**src/rtl/pixel_op_pkg.sv**
```systemverilog
`default_nettype none
// +--------------------------------------------------------------------+
// | Module   : pixel_op_pkg                                            |
// | Purpose  : Shared mode encodings, pixel type and saturating helper |
// | Revision : 1.0 - initial release                                   |
// +--------------------------------------------------------------------+
package pixel_op_pkg;

    localparam logic [1:0] MODE_BYPASS = 2'd0;
    localparam logic [1:0] MODE_BRIGHT = 2'd1;
    localparam logic [1:0] MODE_GRAY   = 2'd2;
    localparam logic [1:0] MODE_THRESH = 2'd3;

    // Channels are carried at the widest supported depth and narrowed at use.
    localparam int c_MAX_DW = 32;

    typedef struct packed {
        logic [c_MAX_DW-1:0] r;
        logic [c_MAX_DW-1:0] g;
        logic [c_MAX_DW-1:0] b;
    } pixel_t;

    function automatic logic [c_MAX_DW-1:0] sat_addsub(
        input  logic [c_MAX_DW-1:0] c,
        input  logic [c_MAX_DW-1:0] v,
        input  logic [c_MAX_DW-1:0] max_val,
        input  logic                sub,
        output logic                clip
    );
        logic [c_MAX_DW:0]   s;
        logic [c_MAX_DW-1:0] res;
        if (sub) begin
            s    = {1'b0, c} - {1'b0, v};
            clip = s[c_MAX_DW];
            res  = clip ? '0 : s[c_MAX_DW-1:0];
        end else begin
            s    = {1'b0, c} + {1'b0, v};
            clip = (s > {1'b0, max_val});
            res  = clip ? max_val : s[c_MAX_DW-1:0];
        end
        return res;
    endfunction

endpackage
`default_nettype wire

```
**src/rtl/pixel_op_alu.sv**
```systemverilog
`default_nettype none
// +--------------------------------------------------------------------+
// | Module   : pixel_op_alu                                            |
// | Purpose  : Combinational per-pixel point operation                 |
// | Revision : 1.0 - initial release                                   |
// +--------------------------------------------------------------------+
module pixel_op_alu
    import pixel_op_pkg::*;
#(
    parameter int DW = 8
) (
    input  logic [1:0]    mode,
    input  logic [DW-1:0] value,
    input  logic          sub,
    input  logic [DW-1:0] in_r,
    input  logic [DW-1:0] in_g,
    input  logic [DW-1:0] in_b,
    output logic [DW-1:0] out_r,
    output logic [DW-1:0] out_g,
    output logic [DW-1:0] out_b,
    output logic          clipped
);

    localparam logic [c_MAX_DW-1:0] c_PIX_MAX = (c_MAX_DW'(1) << DW) - c_MAX_DW'(1);

    pixel_t              w_in;
    pixel_t              w_sat;
    logic [c_MAX_DW-1:0] w_v;
    logic                w_clip_r;
    logic                w_clip_g;
    logic                w_clip_b;
    logic [DW+1:0]       w_sum;
    logic [DW-1:0]       w_gray;
    logic [DW-1:0]       w_bin;
    logic                w_unused_hi;

    assign w_in = '{r: c_MAX_DW'(in_r), g: c_MAX_DW'(in_g), b: c_MAX_DW'(in_b)};
    assign w_v  = c_MAX_DW'(value);

    always_comb begin
        w_clip_r = 1'b0;
        w_clip_g = 1'b0;
        w_clip_b = 1'b0;
        w_sat    = '0;
        w_sat.r  = sat_addsub(w_in.r, w_v, c_PIX_MAX, sub, w_clip_r);
        w_sat.g  = sat_addsub(w_in.g, w_v, c_PIX_MAX, sub, w_clip_g);
        w_sat.b  = sat_addsub(w_in.b, w_v, c_PIX_MAX, sub, w_clip_b);
    end

    // Luma approximation (R + 2G + B) / 4 needs two guard bits.
    assign w_sum  = {2'b00, in_r} + {1'b0, in_g, 1'b0} + {2'b00, in_b};
    assign w_gray = w_sum[DW+1:2];
    assign w_bin  = (w_gray >= value) ? {DW{1'b1}} : {DW{1'b0}};

    assign w_unused_hi = ^{w_sat.r[c_MAX_DW-1:DW], w_sat.g[c_MAX_DW-1:DW],
                           w_sat.b[c_MAX_DW-1:DW], w_sum[1:0]};

    always_comb begin
        out_r   = in_r;
        out_g   = in_g;
        out_b   = in_b;
        clipped = 1'b0;
        case (mode)
            MODE_BRIGHT: begin
                out_r   = w_sat.r[DW-1:0];
                out_g   = w_sat.g[DW-1:0];
                out_b   = w_sat.b[DW-1:0];
                clipped = w_clip_r | w_clip_g | w_clip_b;
            end
            MODE_GRAY: begin
                out_r = w_gray;
                out_g = w_gray;
                out_b = w_gray;
            end
            MODE_THRESH: begin
                out_r = w_bin;
                out_g = w_bin;
                out_b = w_bin;
            end
            default: ;
        endcase
    end

endmodule
`default_nettype wire

```
**src/rtl/pixel_point_op.sv**
```systemverilog
`default_nettype none
// +--------------------------------------------------------------------+
// | Module   : pixel_point_op                                          |
// | Purpose  : Two-stage streaming point operation with frame tagging. |
// |            Define PIXEL_STATS_EN to enable saturated-pixel stats.  |
// | Revision : 1.0 - initial release                                   |
// +--------------------------------------------------------------------+
module pixel_point_op
    import pixel_op_pkg::*;
#(
    parameter int DW    = 8,
    parameter int DIM_W = 32
) (
    input  logic             HCLK,
    input  logic             HRESET,
    input  logic [1:0]       cfg_mode,
    input  logic [DW-1:0]    cfg_value,
    input  logic             cfg_sub,
    input  logic [DIM_W-1:0] width,
    input  logic [DIM_W-1:0] height,
    input  logic             s_valid,
    output logic             s_ready,
    input  logic [DW-1:0]    s_r,
    input  logic [DW-1:0]    s_g,
    input  logic [DW-1:0]    s_b,
    output logic             m_valid,
    input  logic             m_ready,
    output logic [DW-1:0]    m_r,
    output logic [DW-1:0]    m_g,
    output logic [DW-1:0]    m_b,
    output logic             m_eol,
    output logic             m_eof,
    output logic             busy,
    output logic [DIM_W-1:0] sat_count
);

    logic             r_rdy_en;
    logic             r_v1;
    logic             r_v2;
    logic [DW-1:0]    r_r1, r_g1, r_b1;
    logic             r_eol1, r_eof1;
    logic [DW-1:0]    r_m_r, r_m_g, r_m_b;
    logic             r_m_eol, r_m_eof;
    logic [DIM_W-1:0] r_col, r_row;
    logic [DIM_W-1:0] r_width, r_height;
    logic [1:0]       r_mode;
    logic [DW-1:0]    r_value;
    logic             r_sub;
    logic             r_busy;

    logic             w_ld1, w_ld2, w_acc, w_first;
    logic [1:0]       w_mode;
    logic [DW-1:0]    w_value;
    logic             w_sub;
    logic [DIM_W-1:0] w_width, w_height, w_w_last, w_h_last;
    logic             w_eol, w_eof, w_eof_done;
    logic [DW-1:0]    w_alu_r, w_alu_g, w_alu_b;
    logic             w_clipped;

    assign w_ld2   = !r_v2 | m_ready;
    assign w_ld1   = !r_v1 | w_ld2;
    assign s_ready = r_rdy_en & w_ld1;
    assign w_acc   = s_valid & s_ready;

    // The first pixel of a frame must use the live config, since the latch
    // only captures it on that same edge.
    assign w_first  = (r_col == '0) && (r_row == '0);
    assign w_mode   = w_first ? cfg_mode  : r_mode;
    assign w_value  = w_first ? cfg_value : r_value;
    assign w_sub    = w_first ? cfg_sub   : r_sub;
    assign w_width  = w_first ? width     : r_width;
    assign w_height = w_first ? height    : r_height;

    assign w_w_last = (w_width  == '0) ? '0 : w_width  - DIM_W'(1);
    assign w_h_last = (w_height == '0) ? '0 : w_height - DIM_W'(1);
    assign w_eol    = (r_col == w_w_last);
    assign w_eof    = w_eol && (r_row == w_h_last);

    assign w_eof_done = r_v2 & m_ready & r_m_eof;

    pixel_op_alu #(
        .DW (DW)
    ) u_alu (
        .mode    (w_mode),
        .value   (w_value),
        .sub     (w_sub),
        .in_r    (s_r),
        .in_g    (s_g),
        .in_b    (s_b),
        .out_r   (w_alu_r),
        .out_g   (w_alu_g),
        .out_b   (w_alu_b),
        .clipped (w_clipped)
    );

    always_ff @(posedge HCLK or posedge HRESET) begin
        if (HRESET) begin
            r_rdy_en <= 1'b0;
            r_col    <= '0;
            r_row    <= '0;
            r_width  <= '0;
            r_height <= '0;
            r_mode   <= MODE_BYPASS;
            r_value  <= '0;
            r_sub    <= 1'b0;
            r_busy   <= 1'b0;
        end else begin
            r_rdy_en <= 1'b1;
            if (w_acc && w_first) begin
                r_mode   <= cfg_mode;
                r_value  <= cfg_value;
                r_sub    <= cfg_sub;
                r_width  <= width;
                r_height <= height;
            end
            if (w_acc) begin
                if (w_eol) begin
                    r_col <= '0;
                    r_row <= w_eof ? '0 : r_row + DIM_W'(1);
                end else begin
                    r_col <= r_col + DIM_W'(1);
                end
            end
            if (w_acc && w_first) begin
                r_busy <= 1'b1;
            end else if (w_eof_done) begin
                r_busy <= 1'b0;
            end
        end
    end

    always_ff @(posedge HCLK or posedge HRESET) begin
        if (HRESET) begin
            r_v1    <= 1'b0;
            r_r1    <= '0;
            r_g1    <= '0;
            r_b1    <= '0;
            r_eol1  <= 1'b0;
            r_eof1  <= 1'b0;
            r_v2    <= 1'b0;
            r_m_r   <= '0;
            r_m_g   <= '0;
            r_m_b   <= '0;
            r_m_eol <= 1'b0;
            r_m_eof <= 1'b0;
        end else begin
            if (w_ld1) begin
                r_v1 <= w_acc;
                if (w_acc) begin
                    r_r1   <= w_alu_r;
                    r_g1   <= w_alu_g;
                    r_b1   <= w_alu_b;
                    r_eol1 <= w_eol;
                    r_eof1 <= w_eof;
                end
            end
            if (w_ld2) begin
                r_v2 <= r_v1;
                if (r_v1) begin
                    r_m_r   <= r_r1;
                    r_m_g   <= r_g1;
                    r_m_b   <= r_b1;
                    r_m_eol <= r_eol1;
                    r_m_eof <= r_eof1;
                end
            end
        end
    end

    assign m_valid = r_v2;
    assign m_r     = r_m_r;
    assign m_g     = r_m_g;
    assign m_b     = r_m_b;
    assign m_eol   = r_m_eol;
    assign m_eof   = r_m_eof;
    assign busy    = r_busy;

`ifdef PIXEL_STATS_EN
    logic [DIM_W-1:0] r_sat_acc;
    logic [DIM_W-1:0] r_sat_count;

    // The eof pixel's own clip is folded into the published count.
    always_ff @(posedge HCLK or posedge HRESET) begin
        if (HRESET) begin
            r_sat_acc   <= '0;
            r_sat_count <= '0;
        end else if (w_acc) begin
            if (w_eof) begin
                r_sat_count <= r_sat_acc + DIM_W'(w_clipped);
                r_sat_acc   <= '0;
            end else if (w_clipped) begin
                r_sat_acc <= r_sat_acc + DIM_W'(1);
            end
        end
    end

    assign sat_count = r_sat_count;
`else
    logic w_unused_clip;
    assign w_unused_clip = w_clipped;
    assign sat_count     = '0;
`endif

endmodule
`default_nettype wire

```
**config.mk**
```make
export PLATFORM = sky130hd
export DESIGN_NAME = pixel_point_op
export DESIGN_NICKNAME = d
export VERILOG_FILES = /design/src/rtl/pixel_op_pkg.sv /design/src/rtl/pixel_op_alu.sv /design/src/rtl/pixel_point_op.sv
export SDC_FILE = /design/constraint.sdc
export NUM_CORES = 1
export LEC_CHECK = 0
export ABC_CLOCK_PERIOD_IN_PS = 5140
export BUFFER_PORTS_ARGS = -buffer_cell sky130_fd_sc_hd__clkbuf_2
export CAP_MARGIN = 20
export CORE_MARGIN = 2
export CORE_UTILIZATION = 35
export CTS_CLUSTER_DIAMETER = 30
export DETAILED_ROUTE_END_ITERATION = 6
export SYNTH_ARGS = -nofsm -noshare
export SYNTH_HDL_FRONTEND = slang
export SYNTH_SLANG_ARGS = --single-unit
```
**constraint.sdc**
```tcl
create_clock -name HCLK -period 5.14 [get_ports HCLK]
set_input_delay 0.257 -clock HCLK [delete_from_list [all_inputs] [get_ports HCLK]]
set_output_delay 0.257 -clock HCLK [all_outputs]
set_load 0.03 [all_outputs]
```
Word-level counts from Yosys, hierarchy flattened
Index checks and enable logic that the tools add are counted.

Equal/unequal tests: 5. Add/subtract/negate cells: 12. Order comparisons: 4. Shift operators: 0. Reductions and logical operators: 13. Muxes and demuxes: 24. Bitwise operators: 6. Multiply operators: 0. Divide/modulo/power cells: 0.

Operator list (number): 2-to-1 mux 32 bit (6); logical NOT 32 bit (4); 2-to-1 mux 8 bit (11); case mux 8 bit (3 select lines) (3); adder 32 x 1 -> 32 bit, second input constant (2); equality test 32 bit (2); subtractor 32 x 1 -> 32 bit, second input constant (2); adder 8 x 8 -> 9 bit (3); greater-than comparator 9 x 8 -> 1 bit, second input constant (3); subtractor 8 x 8 -> 9 bit (3); adder 10 x 8 -> 10 bit (1); adder 8 x 9 -> 10 bit (1); greater-or-equal comparator 8 bit (1); AND reduction 2 bit (3); bitwise AND 1 bit (4); equality test 2 bit, second input constant (2); logical AND 1 bit (3); 2-to-1 mux 1 bit (3); equality test 2 x 1 -> 1 bit, second input constant (1); logical NOT 1 bit (2); 2-to-1 mux 2 bit (1); OR 1 bit (2); nonzero test 2 bit (1).

Logic and storage cells: 85. Bits in read-only memories: 0. Bits in latches: 0. Bits in writable memories: 0. Register bits after elaboration: 195. Memories kept: 0. Input bits: 103. Output and inout bits: 61.

Logic depth before layout (Yosys ltp)
Word-level depth: 8. Mapped depth: 26. Mapped depth without buffers: 22.

Hierarchy
Synthesis repeated with hierarchy kept, for this count alone.

Cells, all modules: 2342. Area, all modules: 18027.3 sq um.

Modules (own cells, without submodules): pixel_point_op (cells an instance 1863, instances 1, area an instance 14610.3 sq um); pixel_op_alu (cells an instance 479, instances 1, area an instance 3417.0 sq um).

Worst setup path after synthesis
No wires, ideal clock.

Kind: flip-flop to flip-flop. Start: register r_row[0]. End: register r_row[10]. Stages on the path, launching flop included: 26. Path buffers: 5. Arrival: 5.537 ns. Slack: -0.518 ns. Required time: 5.019 ns. Path through: dfrtp_1 -> inv_1 -> ha_1 -> nor4b_1 -> and3_1 -> and3_1 -> buf_2 -> nand2_2 -> buf_2 -> buf_2 -> buf_1 -> mux2i_1 -> ha_1 -> nor3b_1 -> nand4_1 -> xor2_1 -> a211oi_1 -> a21oi_2 -> xnor2_1 -> a2111oi_0 -> and4b_1 -> nand4_1 -> nor4b_4 -> nor3b_2 -> buf_4 -> nor4_1.

Cells in the longest elaborated chain, start to end: 8.

RTL lines: start: declaration (line pixel_point_op.sv:44) `logic [DIM_W-1:0] r_col, r_row;`; start signal: assignment (line pixel_point_op.sv:119) `r_row <= w_eof ? '0 : r_row + DIM_W'(1);`; logical NOT 32 bit (line pixel_point_op.sv:67) `assign w_first = (r_col == '0) && (r_row == '0);`; logical AND 1 bit (line pixel_point_op.sv:67); 2-to-1 mux 32 bit (on tied branches) (line pixel_point_op.sv:71, pixel_point_op.sv:72); subtractor 32 x 1 -> 32 bit (tied with other cells) (line pixel_point_op.sv:74) `assign w_w_last = (w_width == '0) ? '0 : w_width - DIM_W'(1);`; 2-to-1 mux 32 bit (on tied branches) (line pixel_point_op.sv:74, pixel_point_op.sv:75); equality test 32 bit (on tied branches) (line pixel_point_op.sv:76, pixel_point_op.sv:77); logical AND 1 bit (line pixel_point_op.sv:77) `assign w_eof = w_eol && (r_row == w_h_last);`; 2-to-1 mux 32 bit (line pixel_point_op.sv:119).

Several ways; a longest one is shown, not always the timed one. A chain may end at the register's enable or synchronous reset.

Final worst setup path
Start: register r_row[11]. End: register r_row[16].

Same word-level chain as after synthesis.

==> flow_summary_export.csv <==
group,metric,value,unit
power_and_ir_drop,clock_power_share,33.4,%
floorplan,initial_core_util,35.4,%
sta,timing.fmax,194,MHz
sta,finalSetupViolations,6,
detailed_routing,routed_wl,60800,µm
detailed_routing,via_count,16900,
detailed_routing,ant_nets,0,
detailed_routing,wire_per_inst,20.2,µm
yosys,syn_inst,2083,
floorplan,io_pins,164,
global_route,met3_usage,4.89,%
global_route,antenna_found_initial,1,
floorplan,fp.dieW,223,µm
placed_design,port_buffers,131,
sta,fin_setup_tns,-0.0970,ns
sta,drv_slew,0,
global_route,grt_max_degree,166,
cts,clkTransAtPathRegs,0.08,ns
detailed_routing,drc_errors,0,
power_and_ir_drop,powerDensity,194,nW/µm²
floorplan,die-area,49900,µm²
power_and_ir_drop,total_power,4080,µW
global_route,grt_util_all_layers,24.3,%
sta,hold_violations,0,
yosys,synth_edf_count,0,
cts,h-tree-depth,4,
floorplan,rows,80,
yosys,ys_types,89,
outcome,status,"finished with violations",
setup_path,r2r_slack,-0.03,ns
setup_path,critPathKind,"reg2reg",
setup_path,critPathCaptureType,"flop",
yosys,synth_commonest_cells,"384 x nand2_1, 195 x dfrtp_1, 152 x nor2_1",
yosys,synth_top_family_by_area,"simple AND/OR/NAND/NOR gates",
yosys,synthSimpleGateAreaFrac,28.3,%
yosys,yosysTopAreaCell,"dfrtp_1",
yosys,synthArstFlopShare,100,%
global_route,met2_usage,39.5,%
yosys,synth.avg_cell_area,8.09,µm²
floorplan,design.core.area,47600,µm²
sta,relSlewSlack,28.3,%
yosys,synth_fa_ha_area_share,7.16,%
global_route,busiest_layer,"met2",
worst_hold_path,hold_class,"in2reg",
finish,final_cell_area,21100,µm²
sta,whs,0.0422,ns
power_and_ir_drop,leakage,0.00994,µW
power_and_ir_drop,ir_drop,0.271,mV
yosys,ys_ff_latch,195,
finish,layout-drive-gt1-share,22.5,%
yosys,synth_top_cell_area_share,28.9,%
power_and_ir_drop,p_switching,1420,µW
cts,cts_buffer_depth,2,
placed_design,place_area,19200,µm²
power_and_ir_drop,pwr-share-comb,24.8,%
cts,clk_latency,0.51,ns
power_and_ir_drop,p_seq_share,41.8,%
yosys,synth_compound_area_share,15.3,%
yosys,synth_area_leaders,"dfrtp_1 29%, nand2_1 8.6%, ha_1 5.5%",
yosys,syn_area,16900,µm²
cts,cts-root-buf,"clkbuf_16",
yosys,yosysWarnings,0,
setup_path,arrival,5.57,ns
global_route,grt_pass1_vias,16400,
power_and_ir_drop,intPower,2660,µW
yosys,synthFlopType,"dfrtp_1",
worst_hold_path,min_from,"height[6]",
sta,skew,0.0127,ns
setup_path,cp-startpoint,"r_row[11]",
cts,clock-sinks,195,
finish,area_growth,24.9,%
sta,finalCritPeriodShare,101,%
yosys,yosysSeqAreaShare,28.9,%
setup_path,r2r-start,"r_row[11]",
setup_path,required,5.54,ns
yosys,synth_mux_area_share,5.36,%
cts,cts_tree,"built",
global_route,grt_use_met1,32.1,%
yosys,yosysMostFrequentCell,"nand2_1",
global_route,grt_pass1_wl,94200,µm
detailed_routing,first_pass_iters,6,
finish,n_antenna_cell,0,
power_and_ir_drop,swShare,34.7,%
yosys,synth-xor-area-share,9.38,%
setup_path,critPathMaxFanout,8,
setup_path,crit_end,"r_row[16]",
setup_path,r2r_cells,21,
detailed_routing,drt_iter0_markers,1558,
sta,worst_slew_pin_slew,1.07,ns
outcome,violations,"setup timing",
finish,nets,2572,
finish,final_core_util,44.2,%
run,maxCapViolCount,0,
global_route,overflow,0,
sta,setup_ws,-0.0279,ns
setup_path,start_kind,"flop",
detailed_routing,vias_per_cell,5.63,
placed_design,dp_hpwl,45700,µm
sta,fin_crit,5.17,ns
setup_path,r2r_end,"r_row[16]",
floorplan,die_h,223,µm
placed_design,place_congestion,0.955,
sta,grt_setup_unrepaired,"yes",
cts,cts_made_buffers,17,
==> worst min-delay path by stage <==
| stage | to | slack [ns] | cells past startpoint |
|---|---|---|---|
| global route | r_width[30] | 0.03 | 3 |
| finish | r_height[6] | 0.04 | 3 |
| CTS | r_height[6] | 0.0002 | 3 |
| floorplan | r_mode[0] | 0.37 | 2 |
| global placement | m_b[6] | 0.39 | 2 |
| detailed placement | r_b1[6] | 0.40 | 2 |
==> power groups by stage <==
| stage | Combinational (µW) | Sequential [µW] | Clock, µW |
|---|---|---|---|
| 2_1_floorplan | 503 | 1850 | 0 |
| 3_3_place_gp | 943 | 1730 | 0 |
| 4_1_cts | 996 | 1710 | 1420 |
| 3_5_place_dp | 959 | 1740 | 0 |
| 5_1_grt | 1090 | 1720 | 1460 |
| 6_report | 1010 | 1710 | 1360 |
==> area by class of cell <==
type	instances	area (µm²)
clock buffers	18	429
inverters	61	233
multi-input cells	1721	11700
flip-flops and latches	195	4880
fillers	4689	26600
well taps	615	769
clock inverters	14	136
repair buffers	385	2950
==> stage by stage <==
| step | instances | setup slack, ns |
|---|---|---|
| final | 3009 | -0.0279 |
| after global routing | 3009 | -0.223 |
| after CTS | 2987 | 0.00106 |
| after detailed placement | 2902 | -0.414 |
| after global placement | 2902 | -0.329 |
| after floorplan | 2114 | 0.00567 |
==> metal layers <==
metal  part of all wire, %  vias to the layer above  routed length (µm)
met5                     0                        -                   0
met4                   3.0                        0                1840
met3                   6.6                      114                4000
met2                    47                      629               28900
met1                    43                     8265               26100
li1                      -                     7938                   -
==> placed cells by master (no fill, tap or decap), drive strengths merged, types with 14 or more instances in the layout <==
cell type,instances
o22ai,14
mux2,32
and3,24
nor3,79
nand3,43
clkbuf,154
buf,202
dlygate4sd3,47
or3,28
nor4,73
xnor2,102
conb,33
inv,68
nand2b,20
mux2i,52
a21o,19
a211oi,15
nand2,387
ha,74
nor2,154
o21bai,26
a21oi,97
or4,19
xor2,76
nand4,40
o211ai,16
o21ai,105
fa,14
dfrtp,195
nor4b,15
==> sequential cells by signal, summed over array words and instances (netlist names) <==
name / count
r_col: 32
r_height: 32
m_r: 8
r_row: 32
m_eol: 1
m_valid: 1
r_r1: 8
m_eof: 1
r_mode: 2
r_sub: 1
busy: 1
r_eol1: 1
r_b1: 8
r_width: 32
r_rdy_en: 1
r_g1: 8
r_eof1: 1
m_g: 8
r_value: 8
r_v1: 1
m_b: 8
==> cell families after synthesis <==
kind of cell	Yosys count
buffers and inverters	199
AOI/OAI and AO/OA	399
other	2
muxes	85
xor gates and xnor gates	179
and+or+nand+nor	936
adders and majority gates	88
DFF	195
==> worst max-delay path, stage by stage, from the launching register on <==
cell and delay [ns]:
dfrtp_1 0.40, nor4_2 0.35, nand4_1 0.26, nor3_2 0.25, and2_4 0.21, mux2i_4 0.27, ha_2 0.20, buf_4 0.15
buf_4 0.15, nand4_1 0.09, xor2_1 0.27, o211ai_1 0.13, o211ai_1 0.13, o2111ai_1 0.20, or3_1 0.41, a22oi_2 0.21
buf_4 0.16, nand4_1 0.33, nor2_4 0.36, clkbuf_16 0.21, mux2i_1 0.22, nor3_2 0.06
==> repair_timing <==
item                                   in CTS  in global routing
resized for setup                          21                 92
setup endpoints to repair                  89                 90
buffers inserted                            5                 16
hold buffers                               47                  0
endpoints found under the hold margin      76                  0
cloned                                      1                  6
pin swaps                                   8                 28
Power figures use the tool's default switching activity.
